<file path="config.mk">
export PLATFORM = sky130hd
export DESIGN_NAME = fetch_unit_flat
export DESIGN_NICKNAME = d
export VERILOG_FILES = /design/src/rtl/fetch_unit_if.sv /design/src/rtl/fetch_unit.sv /design/src/flat_wrapper.sv
export SDC_FILE = /design/constraint.sdc
export NUM_CORES = 1
export LEC_CHECK = 0
export ABC_AREA = 1
export ABC_CLOCK_PERIOD_IN_PS = 2910
export BUFFER_PORTS_ARGS = -buffer_cell sky130_fd_sc_hd__buf_2
export CORE_MARGIN = 5
export CORE_UTILIZATION = 50
export DETAILED_ROUTE_END_ITERATION = 8
export PLACE_DENSITY = 0.81
export SYNTH_ARGS = -nofsm -noshare
export SYNTH_HDL_FRONTEND = slang
export SYNTH_SLANG_ARGS = --single-unit
</file>
<file path="constraint.sdc">
create_clock -name clk -period 2.91 [get_ports clk]
set_clock_uncertainty 0.15 [all_clocks]
set_input_delay 0 -clock clk [delete_from_list [all_inputs] [get_ports clk]]
set_output_delay 0 -clock clk [all_outputs]
set_load 0.05 [all_outputs]
</file>
<file path="src/rtl/fetch_unit_if.sv">
`default_nettype none
// ============================================================================
// Module   : fetch_unit_if
// Brief    : Instruction-memory request/ready handshake between the fetch
//            stage (master) and the instruction memory (slave).
// Revision : 1.0 - initial release
// ============================================================================
interface fetch_unit_if;
    logic        im_req;
    logic [31:0] im_addr;
    logic        im_ready;
    logic [31:0] im_rdata;

    modport master (
        output im_req,
        output im_addr,
        input  im_ready,
        input  im_rdata
    );

    modport slave (
        input  im_req,
        input  im_addr,
        output im_ready,
        output im_rdata
    );
endinterface
`default_nettype wire

</file>
<file path="src/rtl/fetch_unit.sv">
`default_nettype none
// ============================================================================
// Module   : fetch_unit
// Brief    : Instruction-fetch stage. Holds the PC, picks the next PC with
//            priority interrupt > eret > branch/jump > sequential, runs a
//            variable-latency memory handshake and presents the fetched slot
//            to the IF/ID register. In-flight requests are always drained.
// Revision : 1.0 - initial release
// ============================================================================
module fetch_unit #(
    parameter logic [31:0] RESET_PC   = 32'h0000_3000,
    parameter logic [31:0] EXC_VECTOR = 32'h0000_4180,
    parameter logic [31:0] PC_LO      = 32'h0000_3000,
    parameter logic [31:0] PC_HI      = 32'h0000_4ffc
) (
    input  wire logic        clk,
    input  wire logic        reset,
    input  wire logic        en,
    input  wire logic        br_take,
    input  wire logic [31:0] br_target,
    input  wire logic        int_req,
    input  wire logic        eret,
    input  wire logic [31:0] epc,
    fetch_unit_if.master     imem,
    output logic             validF,
    output logic [31:0]      instrF,
    output logic [31:0]      pcF,
    output logic [31:0]      pc4F,
    output logic [31:0]      pc8F,
    output logic             excF,
    output logic             busy
);

    localparam logic [1:0] FETCH = 2'd0;
    localparam logic [1:0] HOLD  = 2'd1;
    localparam logic [1:0] DRAIN = 2'd2;

    logic [1:0]  state;
    logic [1:0]  state_next;
    logic [31:0] pc;
    logic [31:0] pc_next;
    logic [31:0] hold_buf;
    logic [31:0] hold_buf_next;
    logic [31:0] redir_pc;
    logic [31:0] redir_pc_next;

    logic        bad;
    logic        redirect;
    logic [31:0] redir_target;
    logic [31:0] seq_pc;
    logic        req;
    logic        slot;
    logic        slot_exc;
    logic [31:0] slot_instr;
    logic        outstanding;

    assign bad          = (pc[1:0] != 2'b00) || (pc < PC_LO) || (pc > PC_HI);
    assign redirect     = int_req | eret;
    assign redir_target = int_req ? EXC_VECTOR : epc;
    // br_take is only consumed when a slot is delivered, so the delay slot
    // always completes before the branch target is fetched.
    assign seq_pc       = br_take ? br_target : pc + 32'd4;

    // A request that has not completed this cycle must be drained before
    // any redirect can take effect.
    assign outstanding  = (state == DRAIN) ||
                          ((state == FETCH) && req && !imem.im_ready);

    // State register.
    always_ff @(posedge clk or negedge reset) begin
        if (!reset) begin
            state <= FETCH;
        end else begin
            state <= state_next;
        end
    end

    // PC, capture buffer and pending redirect target.
    always_ff @(posedge clk or negedge reset) begin
        if (!reset) begin
            pc       <= RESET_PC;
            hold_buf <= 32'd0;
            redir_pc <= 32'd0;
        end else begin
            pc       <= pc_next;
            hold_buf <= hold_buf_next;
            redir_pc <= redir_pc_next;
        end
    end

    // Next-state and next-datapath selection; redirects override everything.
    always_comb begin
        state_next    = state;
        pc_next       = pc;
        hold_buf_next = hold_buf;
        redir_pc_next = redir_pc;
        if (redirect) begin
            if (outstanding) begin
                state_next    = DRAIN;
                redir_pc_next = redir_target;
            end else begin
                state_next = FETCH;
                pc_next    = redir_target;
            end
        end else begin
            case (state)
                FETCH: begin
                    if (bad) begin
                        if (en) begin
                            pc_next = seq_pc;
                        end
                    end else if (imem.im_ready) begin
                        if (en) begin
                            pc_next = seq_pc;
                        end else begin
                            hold_buf_next = imem.im_rdata;
                            state_next    = HOLD;
                        end
                    end
                end
                HOLD: begin
                    if (en) begin
                        pc_next    = seq_pc;
                        state_next = FETCH;
                    end
                end
                DRAIN: begin
                    if (imem.im_ready) begin
                        pc_next    = redir_pc;
                        state_next = FETCH;
                    end
                end
                default: begin
                    state_next = FETCH;
                end
            endcase
        end
    end

    // Slot presentation and memory request; a redirect kills the slot.
    always_comb begin
        req        = 1'b0;
        slot       = 1'b0;
        slot_exc   = 1'b0;
        slot_instr = 32'd0;
        case (state)
            FETCH: begin
                if (bad) begin
                    slot     = 1'b1;
                    slot_exc = 1'b1;
                end else begin
                    req        = 1'b1;
                    slot       = imem.im_ready;
                    slot_instr = imem.im_rdata;
                end
            end
            HOLD: begin
                slot       = 1'b1;
                slot_instr = hold_buf;
            end
            DRAIN: begin
                req = 1'b1;
            end
            default: begin
                req = 1'b0;
            end
        endcase
        validF = slot && !redirect && reset;
        excF   = validF && slot_exc;
        instrF = (validF && !slot_exc) ? slot_instr : 32'd0;
        busy   = !validF;
    end

    // Held low while reset is asserted so memory sees the request abandoned.
    assign imem.im_req  = req && reset;
    assign imem.im_addr = {pc[31:2], 2'b00};

    assign pcF  = pc;
    assign pc4F = pc + 32'd4;
    assign pc8F = pc + 32'd8;

endmodule
`default_nettype wire

</file>
<file path="src/flat_wrapper.sv">
// flat-port wrapper written by rule: the top's interface ports become plain ports
module fetch_unit_flat 
#(
    parameter logic [31:0] RESET_PC   = 32'h0000_3000,
    parameter logic [31:0] EXC_VECTOR = 32'h0000_4180,
    parameter logic [31:0] PC_LO      = 32'h0000_3000,
    parameter logic [31:0] PC_HI      = 32'h0000_4ffc
)
  (clk, reset, en, br_take, br_target, int_req, eret, epc, validF, instrF, pcF, pc4F, pc8F, excF, busy, imem_im_req, imem_im_addr, imem_im_ready, imem_im_rdata);
  fetch_unit_if imem_i ();
  input  wire logic clk;
  input  wire logic reset;
  input  wire logic en;
  input  wire logic br_take;
  input  wire logic [31:0] br_target;
  input  wire logic int_req;
  input  wire logic eret;
  input  wire logic [31:0] epc;
  output logic validF;
  output logic [31:0] instrF;
  output logic [31:0] pcF;
  output logic [31:0] pc4F;
  output logic [31:0] pc8F;
  output logic excF;
  output logic busy;
  output wire logic [$bits(imem_i.im_req)-1:0] imem_im_req;
  output wire logic [$bits(imem_i.im_addr)-1:0] imem_im_addr;
  input wire logic [$bits(imem_i.im_ready)-1:0] imem_im_ready;
  input wire logic [$bits(imem_i.im_rdata)-1:0] imem_im_rdata;
  assign imem_im_req = imem_i.im_req;
  assign imem_im_addr = imem_i.im_addr;
  assign imem_i.im_ready = imem_im_ready;
  assign imem_i.im_rdata = imem_im_rdata;
  fetch_unit #(.RESET_PC(RESET_PC), .EXC_VECTOR(EXC_VECTOR), .PC_LO(PC_LO), .PC_HI(PC_HI)) u_core (.clk(clk), .reset(reset), .en(en), .br_take(br_take), .br_target(br_target), .int_req(int_req), .eret(eret), .epc(epc), .imem(imem_i), .validF(validF), .instrF(instrF), .pcF(pcF), .pc4F(pc4F), .pc8F(pc8F), .excF(excF), .busy(busy));
endmodule
</file>
==> results of run 1 <==
routing by layer:
layer	vias up	part of all wire
li1	3908	-
met1	3952	0.38
met2	589	0.46
met3	134	0.10
met4	0	0.054
met5	-	0
worst max-delay path, cell delays in order (launching register included):
cell	delay [ps]
dfrtp_1	620
nor2_1	100
nand2_1	90
inv_1	40
nor2_1	120
nand2_1	110
nor2_4	160
nand2_2	110
inv_1	130
buf_12	210
nand3_1	180
a21oi_2	210
buf_2	300
state kept, by name, indices dropped and copies added, names as in the netlist:
register / flops
u_core.state: 2
u_core.pcF: 32
u_core.redir_pc: 32
u_core.hold_buf: 32
cell families after synthesis:
logic type / Yosys count / share of synthesized area
DFF: 98 / 0.338
xor gates and xnor gates: 41 / 0.0495
buffers and inverters: 220 / 0.149
other: 1 / 0.000517
AOI/OAI and AO/OA: 188 / 0.159
and+or+nand+nor: 494 / 0.300
adders and majority gates: 2 / 0.00345
cell usage after synthesis, types with 7 or more instances:
| library cell | number | share of area |
|---|---|---|
| nand4_1 | 12 | 0.010 |
| o22ai_1 | 24 | 0.021 |
| clkbuf_1 | 20 | 0.010 |
| nand2_2 | 20 | 0.017 |
| nand2_1 | 258 | 0.13 |
| o21ai_2 | 32 | 0.039 |
| buf_6 | 8 | 0.012 |
| xor2_1 | 34 | 0.041 |
| xnor2_1 | 7 | 0.0085 |
| buf_4 | 39 | 0.040 |
| o21bai_1 | 9 | 0.0093 |
| o21ai_0 | 66 | 0.046 |
| buf_2 | 23 | 0.016 |
| a21oi_1 | 41 | 0.028 |
| nand3_1 | 87 | 0.060 |
| nor2_1 | 96 | 0.050 |
| inv_1 | 120 | 0.062 |
| dfrtp_1 | 96 | 0.33 |
worst paths after layout:
| check | endpoint |
|---|---|
| min in group asynchronous | u_core.redir_pc[8] |
| min | u_core.pcF[8] |
| min reg2reg | u_core.hold_buf[21] |
| max reg2reg | u_core.hold_buf[3] |
| max in group asynchronous | u_core.pcF[2] |
| max | instrF[31] |
timing repair:
| item | CTS | global route |
|---|---|---|
| gates cloned | 0 | 1 |
| resized for setup | 2 | 23 |
| pin swaps | 0 | 1 |
| hold endpoints to repair | 139 | 0 |
| hold buffers | 87 | 0 |
| buffers inserted | 0 | 11 |
| endpoints found under the setup margin | 32 | 33 |
cells in the final DEF, fill, tap and decap left out, drive strengths merged, types with 2 or more instances in the layout:
master / instances
clkbuf: 25
nor2: 102
nand2: 284
ha: 2
nand3b: 2
a21oi: 41
dlygate4sd3: 87
bufinv: 2
nor3: 3
conb: 2
xnor2: 7
inv: 125
o21ba: 2
xor2: 34
o21ai: 102
o211ai: 5
dfstp: 2
nand3: 89
clkinv: 3
diode: 2
nand4: 13
clkinvlp: 2
o21bai: 9
buf: 286
o22ai: 24
dfrtp: 96
power groups by stage:
| stage | clock (mW) | sequential (mW) | combinational [mW] |
|---|---|---|---|
| 3_5_place_dp | 0 | 2.04 | 3.33 |
| 2_1_floorplan | 0 | 2.30 | 2.34 |
| 3_3_place_gp | 0 | 2.03 | 3.30 |
| 6_report | 1.29 | 2.02 | 3.54 |
| 5_1_grt | 1.35 | 2.05 | 3.72 |
| 4_1_cts | 1.29 | 2.02 | 3.44 |
layout make-up:
class                   instances  area (um2)  share of cell area
clock buffers                  11         243              0.0242
multi-input cells             727        3970               0.395
clock inverters                 5        77.6             0.00773
well taps                     184         230              0.0229
repair buffers                387        2570               0.256
flip-flops and latches         98        2460               0.245
diodes                          2        5.00            0.000499
inverters                     127         485              0.0484
stage by stage:
step / instances / utilization / setup WS [ps] / cell area (um2)
after global placement: 1424 / 0.602 / 350 / 8650
final: 1541 / 0.698 / 34.8 / 10000
after global routing: 1540 / 0.698 / -78.4 / 10000
after detailed placement: 1424 / 0.602 / 303 / 8650
after floorplan: 1045 / - / -60.8 / 7470
after CTS: 1527 / 0.686 / 15.4 / 9850
==> run metrics, run 1 <==
outcome finished, final reports clean; power share of the clock group 0.188; #FFs+latches synth between 90 and 100; period utilization 0.988; Max-slew headroom 0.554; die area approximately 0.017 mm2; Cell variety after synth 42; DIE WIDTH roughly 130 um; Hold WS approximately 12 ps; CTS buffer count 9; Reg power frac 0.295; first drt pass iteration count 6; clock slew at reported path FFs 70 ps; Ys Warns 0; fillers 1163; Synth async-reset ratio 1.00; hold wc startpoint br_target[8]; first-pass GRT wire length a little over 40 mm; core area about 0.014 mm2; Starting Density 0.505; Die Ht between 100 and 150 um; Crit. End Element output port; CTS tree done; worst hold stages 5; Layout area overhead 38.3%; Fin. Hold Viols 0; P_int ~3.4 mW; Pwr Total around 7 mW; Max Cap Viol 0; pin count of the biggest net entering global routing between 50 and 60; Post-DRT Antenna Nets 0; Final Max Tran Viols 0; DRT iter0 DRCs 780; CTS Buffer Depth 2; cells on worst reg2reg path 12; Post-Route WL ~28 mm; placed wire-length estimate between 15 and 20 mm; fin crit period approximately 2900 ps; GRT busiest layer met2; Crit. Startpoint u_core.pcF[15]; Avg WL per Cell between 15 and 20 um; CP Class reg -> out; vias per inst around 5.6; worst flop-to-flop path startpoint u_core.pcF[15]; Gate Count Post-Synth roughly 1000; htree depth 3; met1 capacity usage during global routing 0.403; post-synthesis sequential area ratio 0.338; Synth Flop Type dfrtp_1; switching share of power 0.509; CP Launch Type register; worst min path class in -> reg; Leak a little over 5 nW; pwr dens 683 mW/mm2; Max VDD drop 0.389 mV; Max Clk Rate about 350 MHz; Global Route Usage Sum 0.309; Post-synth EDFFs 0; worst-margin pin slew about 670 ps; M2 GR Usage 0.506; Core Rows 44; share of cells above drive strength 1 0.323; via count 8583; Setup TNS Final 0 ps; root buffer cell clkbuf_16; initial antenna violation count 1; met3 Usage GRT 0.0500; synthesized area roughly 0.0073 mm2; vias in the first global route around 8000; nets 1455; Syn Area/Cell ~6.9 um2; crit path DAT 2730 ps; IO Pins between 200 and 300; R2R Setup Slk approximately 350 ps; Routability Congestion 0.985; Required @ worst endpoint about 2800 ps; clk_lat worst skew approximately 340 ps; clock sinks 98; I/O Buffers between 200 and 300; Remaining Overflow, GRT 0; critical path peak fanout 32; Net Sw Power 3.48 mW; final setup fails 0; combinational group share of total power 0.517; DRC 0
Power figures use the tool's default switching activity.
==> run 2, diff against run 1 <==
--- a/config.mk
+++ b/config.mk
@@ -8,9 +8,11 @@
 export ABC_AREA = 1
 export ABC_CLOCK_PERIOD_IN_PS = 2910
 export BUFFER_PORTS_ARGS = -buffer_cell sky130_fd_sc_hd__buf_2
+export CORE_ASPECT_RATIO = 0.75
 export CORE_MARGIN = 5
 export CORE_UTILIZATION = 50
 export DETAILED_ROUTE_END_ITERATION = 8
+export MAX_ROUTING_LAYER = met4
 export PLACE_DENSITY = 0.81
 export SYNTH_ARGS = -nofsm -noshare
 export SYNTH_HDL_FRONTEND = slang
==> run metrics, run 2 (same netlist as run 1, synthesis figures left out) <==
Endpoint, Worst Hold u_core.pcF[15]; CTS buffer count 9 (unchanged); Fin. Hold Viols 0 (unchanged); outcome finished, final reports clean; Setup TNS Final 0 ps (unchanged); CTS tree done; DRT iter0 DRCs 863 (+11%); cells on worst reg2reg path 11 (-1); Crit. End Element output port; final design utilization 0.694 (-0.00404); Layout area overhead 37.4%; Max Cap Viol 0 (unchanged); clock slew at reported path FFs 70 ps (about the same); pwr dens 689 mW/mm2 (+0.98%); Global Route Usage Sum 0.331 (+0.0224); Remaining Overflow, GRT 0 (unchanged); CP Class reg -> out; clk_lat worst skew 350 ps (about the same); Max Clk Rate 360 MHz (+3.5%); Leak 5.06 nW (-0.81%); crit path DAT 2630 ps (-100 ps); Starting Density 0.505 (about the same); most frequent cells in the layout 256 x nand2_1, 250 x buf_2, 119 x inv_1; Routability Congestion 1.01 (+2.5%); critical path peak fanout 26 (-19%); core area 0.0144 mm2 (about the same); worst hold stages 4 (-1); worst-margin pin slew 902 ps (+233 ps); I/O Buffers 264 (unchanged); DIE WIDTH 149 um (+14%); Worst R2R End u_core.pcF[2]; R2R Setup Slk 340 ps (about the same); Pwr Total 6.87 mW (+0.32%); hold wc startpoint br_target[15]; Final Max Tran Viols 0 (unchanged); Max VDD drop 0.391 mV (+0.51%); share of cells above drive strength 1 0.318 (-0.00423); Avg WL per Cell 18.0 um (-0.55%); placed wire-length estimate 20.0 mm (+5.8%); fin crit period 2780 ps (-96.4 ps); Max-slew headroom 0.397 (-0.157); CTS Buffer Depth 2 (unchanged); nets 1451 (-0.27%); first-pass GRT wire length 42.8 mm (+3.7%); Post-DRT Antenna Nets 0 (unchanged); clock sinks 98 (unchanged); Post-Route WL 27.9 mm (+0.16%); most common cell after layout, fill and taps aside nand2_1; period utilization 0.955 (-0.0331); RSZ-0062 raised after global routing false; CP Launch Type register; Core Rows 38 (-14%); DRC 0 (unchanged); initial antenna violation count 1 (unchanged); Die Ht 114 um (-12%); Required @ worst endpoint 2760 ps (about the same); worst flop-to-flop path startpoint u_core.pcF[2]; IO Pins 267 (unchanged); via count 8228 (-4.1%); final setup fails 0 (unchanged); final instance area 0.00997 mm2 (-0.65%); first drt pass iteration count 6 (unchanged); vias in the first global route 7797 (-0.20%); area post-placement 0.00868 mm2 (+0.29%); htree depth 3 (unchanged); worst min path class in -> reg; pin count of the biggest net entering global routing 65 (+23%); vias per inst 5.30 (-4.8%); die area 0.0170 mm2 (+0.15%); root buffer cell clkbuf_16
run 2: cell types whose count changed in the layout (fill, tap and decap cells not counted), moves of 2 or more:
cell | previous run | this run
buf_12 | 4 | 2
buf_2 | 248 | 250
clkinv_8 | 0 | 2
dlygate4sd3_1 | 87 | 90
clkinv_2 | 2 | 0
buf_4 | 34 | 28
run 2: what timing repair did:
item | in CTS | in global routing
endpoints found under the setup margin | 32 | 33
endpoints found under the hold margin | 185 | 0
gates cloned | 0 | 0
setup buffers | 0 | 1
resized for setup | 1 | 20
hold buffers | 90 | 0
pin swaps | 0 | 0
run 2: worst max-delay path: stages (launching register included):
cell      delay (ps)
dfrtp_2          430
ha_1             220
nand3_2          190
inv_2            150
nand2_4           70
clkinv_4          60
nand2_2           60
nand2_4           90
nand2_2           80
inv_1            120
buf_8            200
nand3_1          140
a21oi_4          160
buf_2            270
run 2: power by group:
| part | leakage, nW | internal [mW] | switching [mW] |
|---|---|---|---|
| clock network | 0.154 | 0.693 | 0.591 |
| registers | 1.30 | 1.71 | 0.286 |
| logic | 3.60 | 0.868 | 2.72 |
run 2: final cells by class:
type,count,area (um2)
sequential,98,2460
inverter,127,485
multi-input combinational,727,3940
fill,1225,4390
tap,200,250
clock inverter,7,98.8
timing repair buffer,383,2510
antenna,1,2.50
clock buffer,9,225
run 2: worst max-delay path by stage:
stage / start / endpoint / slack (ps)
floorplan: u_core.pcF[5] / instrF[11] / -60
global placement: u_core.pcF[2] / instrF[28] / 430
detailed placement: u_core.pcF[2] / instrF[30] / 320
CTS: u_core.pcF[2] / instrF[9] / 30
global route: u_core.pcF[12] / instrF[10] / 8
finish: u_core.pcF[2] / instrF[8] / 130
run 2: per-layer routing:
| layer | GRT usage | vias up | wire length (um) |
|---|---|---|---|
| li1 | - | 3885 | - |
| met1 | 0.459 | 3799 | 11800 |
| met2 | 0.489 | 487 | 12400 |
| met3 | 0.0827 | 57 | 3190 |
| met4 | 0.0817 | 0 | 556 |
| met5 | - | - | 0 |
run 2: per-stage QoR:
stage	setup slack, ps	hold slack [ps]	std cells
final	131	25.2	1552
after global routing	7.54	24.1	1552
after CTS	33.4	2.61	1550
after detailed placement	321	-242	1444
after global placement	430	-245	1444
after floorplan	-60.8	-446	1045
==> run 3, diff against run 2 <==
--- a/config.mk
+++ b/config.mk
@@ -14,6 +14,7 @@
 export DETAILED_ROUTE_END_ITERATION = 8
 export MAX_ROUTING_LAYER = met4
 export PLACE_DENSITY = 0.81
+export SETUP_SLACK_MARGIN = 0.3
 export SYNTH_ARGS = -nofsm -noshare
 export SYNTH_HDL_FRONTEND = slang
 export SYNTH_SLANG_ARGS = --single-unit
==> run metrics, run 3 (same netlist as run 1, synthesis figures left out) <==
Max VDD drop 0.444 mV (+14%); Net Sw Power 3.71 mW (+3.1%); vias per inst 5.59 (+5.5%); Leak 5.22 nW (+3.1%); Crit. End Element output port; fin crit period 2550 ps (-227 ps); first drt pass iteration count 6 (unchanged); WL met2 13.3 mm (+7.5%); core area 0.0144 mm2 (unchanged); P_int 3.36 mW (+2.7%); DRC 0 (unchanged); CP Launch Type register; clk_lat worst skew 350 ps (about the same); DRT iter0 DRCs 1094 (+27%); CTS Buffer Depth 2 (unchanged); period utilization 0.877 (-0.0780); placed wire-length estimate 19.4 mm (-3.0%); initial antenna violation count 0 (-1); Crit. Startpoint u_core.pcF[3]; power share of the clock group 0.185 (-0.002); routed length on met1 11.5 mm (-2.6%); pin count of the biggest net entering global routing 72 (+11%); Core Rows 38 (unchanged); worst min path class in -> reg; cell breakdown of the critical path ha_4 > nand3_2 > nor2_4 > nand3_1 > nand2_1 > nand2_4 > nand3_4 > nand2_4 > clkinvlp_4 > nand2_8 > clkbuf_16 > a21oi_4 > buf_8; Final Max Tran Viols 0 (unchanged); Die Ht 114 um (unchanged); Required @ worst endpoint 2760 ps (about the same); Global Route Usage Sum 0.342 (+0.0110); most frequent cells in the layout 252 x nand2_1, 229 x buf_2, 116 x inv_1; Max Used Layer met4; pwr dens 662 mW/mm2 (-4.0%); via count 8756 (+6.4%); clock slew at reported path FFs 70 ps (about the same); I/O Buffers 264 (unchanged); DIE WIDTH 149 um (unchanged); critical path peak fanout 8 (-69%); most common cell after layout, fill and taps aside nand2_1; Fin. Hold Viols 0 (unchanged); root buffer cell clkbuf_16; share of cells above drive strength 1 0.353 (+0.0346); IO Pins 267 (unchanged); Non-Filler Instances 1566 (+0.90%); clock sinks 98 (unchanged); CP Class reg -> out; first-pass GRT wire length 44.4 mm (+3.7%); Inst Count DP 1438 (-0.42%); Max Clk Rate 392 MHz (+8.9%); Post-Route WL 29.9 mm (+7.0%); Post-DRT Antenna Nets 0 (unchanged); met3 wire len 3.98 mm (+25%); outcome finished, final reports clean; combinational group share of total power 0.533 (+0.011); Max stage delay on crit path 420 ps (about the same); Hold WS 2.60 ps (-22.6 ps); htree depth 3 (unchanged); Reg power frac 0.282 (-0.009); Setup TNS Final 0 ps (unchanged); vias in the first global route 8125 (+4.2%); Remaining Overflow, GRT 0 (unchanged); most frequent cell on the critical path nand2_4; worst flop-to-flop path startpoint u_core.pcF[3]; fillers 1069 (-13%); die area 0.0170 mm2 (unchanged); hold wc startpoint br_target[0]; RSZ-0062 raised after global routing true; R2R Setup Slk 450 ps (+110 ps); Starting Density 0.505 (unchanged); fin worst setup slack 358 ps (+227 ps); switching share of power 0.525 (+0.00104); Max Cap Viol 0 (unchanged); Inserted Diodes 0 (-1); Routability Congestion 1.02 (+0.52%); CTS tree done; CTS buffer count 9 (unchanged); CP max-delay cell dfrtp_2; worst-margin pin slew 930 ps (+28.3 ps); Avg WL per Cell 19.1 um (+6.1%); crit path DAT 2400 ps (-230 ps); worst slack, placed 326 ps (+4.96 ps); final setup fails 0 (unchanged); Max-slew headroom 0.380 (-0.0169); nets 1466 (+1.0%); Pwr Total 7.07 mW (+2.9%); Layout area overhead 47.3%
## run 3: changes by cell type in the layout (fill, tap and decap cells not counted), sizes merged
cell / change
inv: +1
buf: +24
diode: -1
clkbuf: -9
clkinvlp: -1
## run 3: stage by stage
| step | area (um2) | util |
|---|---|---|
| 3_5_place_dp | 8840 | 0.616 |
| 4_1_cts | 10300 | 0.718 |
| 5_1_grt | 10700 | 0.744 |
| 3_3_place_gp | 8840 | 0.616 |
| 2_1_floorplan | 7710 | - |
| 6_report | 10700 | 0.744 |
## run 3: cell type report
cell class	count	area, um2	share of cell area
Tap cell	200	250	0.0234
Sequential cell	98	2470	0.231
Inverter	127	490	0.0459
Timing Repair Buffer	398	2890	0.271
Clock inverter	7	108	0.0101
Clock buffer	9	225	0.0211
Multi-Input combinational cell	727	4250	0.398
## run 3: path summary, 6_finish.rpt
check,end,cells past startpoint
max in group asynchronous,u_core.pcF[28],3
worst max register to register,u_core.pcF[3],12
worst min-delay path,u_core.pcF[0],5
min in group asynchronous,u_core.redir_pc[25],3
worst max-delay path,instrF[14],13
worst min register to register,u_core.hold_buf[23],2
## run 3: metal layers
layer  global-route usage  vias up
met5                    -        -
li1                     -     3920
met1                0.459     4044
met4                0.116        0
met3               0.0768      110
met2                0.516      682
## run 3: critical path, delay by kind of cell, from the launching register on
| family | cells | cell delay (ps) |
|---|---|---|
| simple gates | 8 | 860 |
| buf+inv | 3 | 480 |
| flops | 1 | 420 |
| fa+ha+maj | 1 | 150 |
| compound gates | 1 | 130 |
## run 3: what timing repair did
action                                  in CTS  in global routing
buffers inserted                             6                 11
hold endpoints to repair                   119                  0
cloned                                       2                  2
gates resized for setup                     45                 72
hold buffers                                91                  0
endpoints found under the setup margin      36                103
pin swaps                                    0                  8
## run 3: power by group through the flow
stage                     clock network, mW  logic [mW]  registers (mW)
final                                  1.31        3.77            2.00
after global placement                    0        3.37            2.01
after global routing                   1.37        3.94            2.02
after CTS                              1.32        3.58            1.99
after detailed placement                  0        3.40            2.03
after floorplan                           0        2.37            2.30
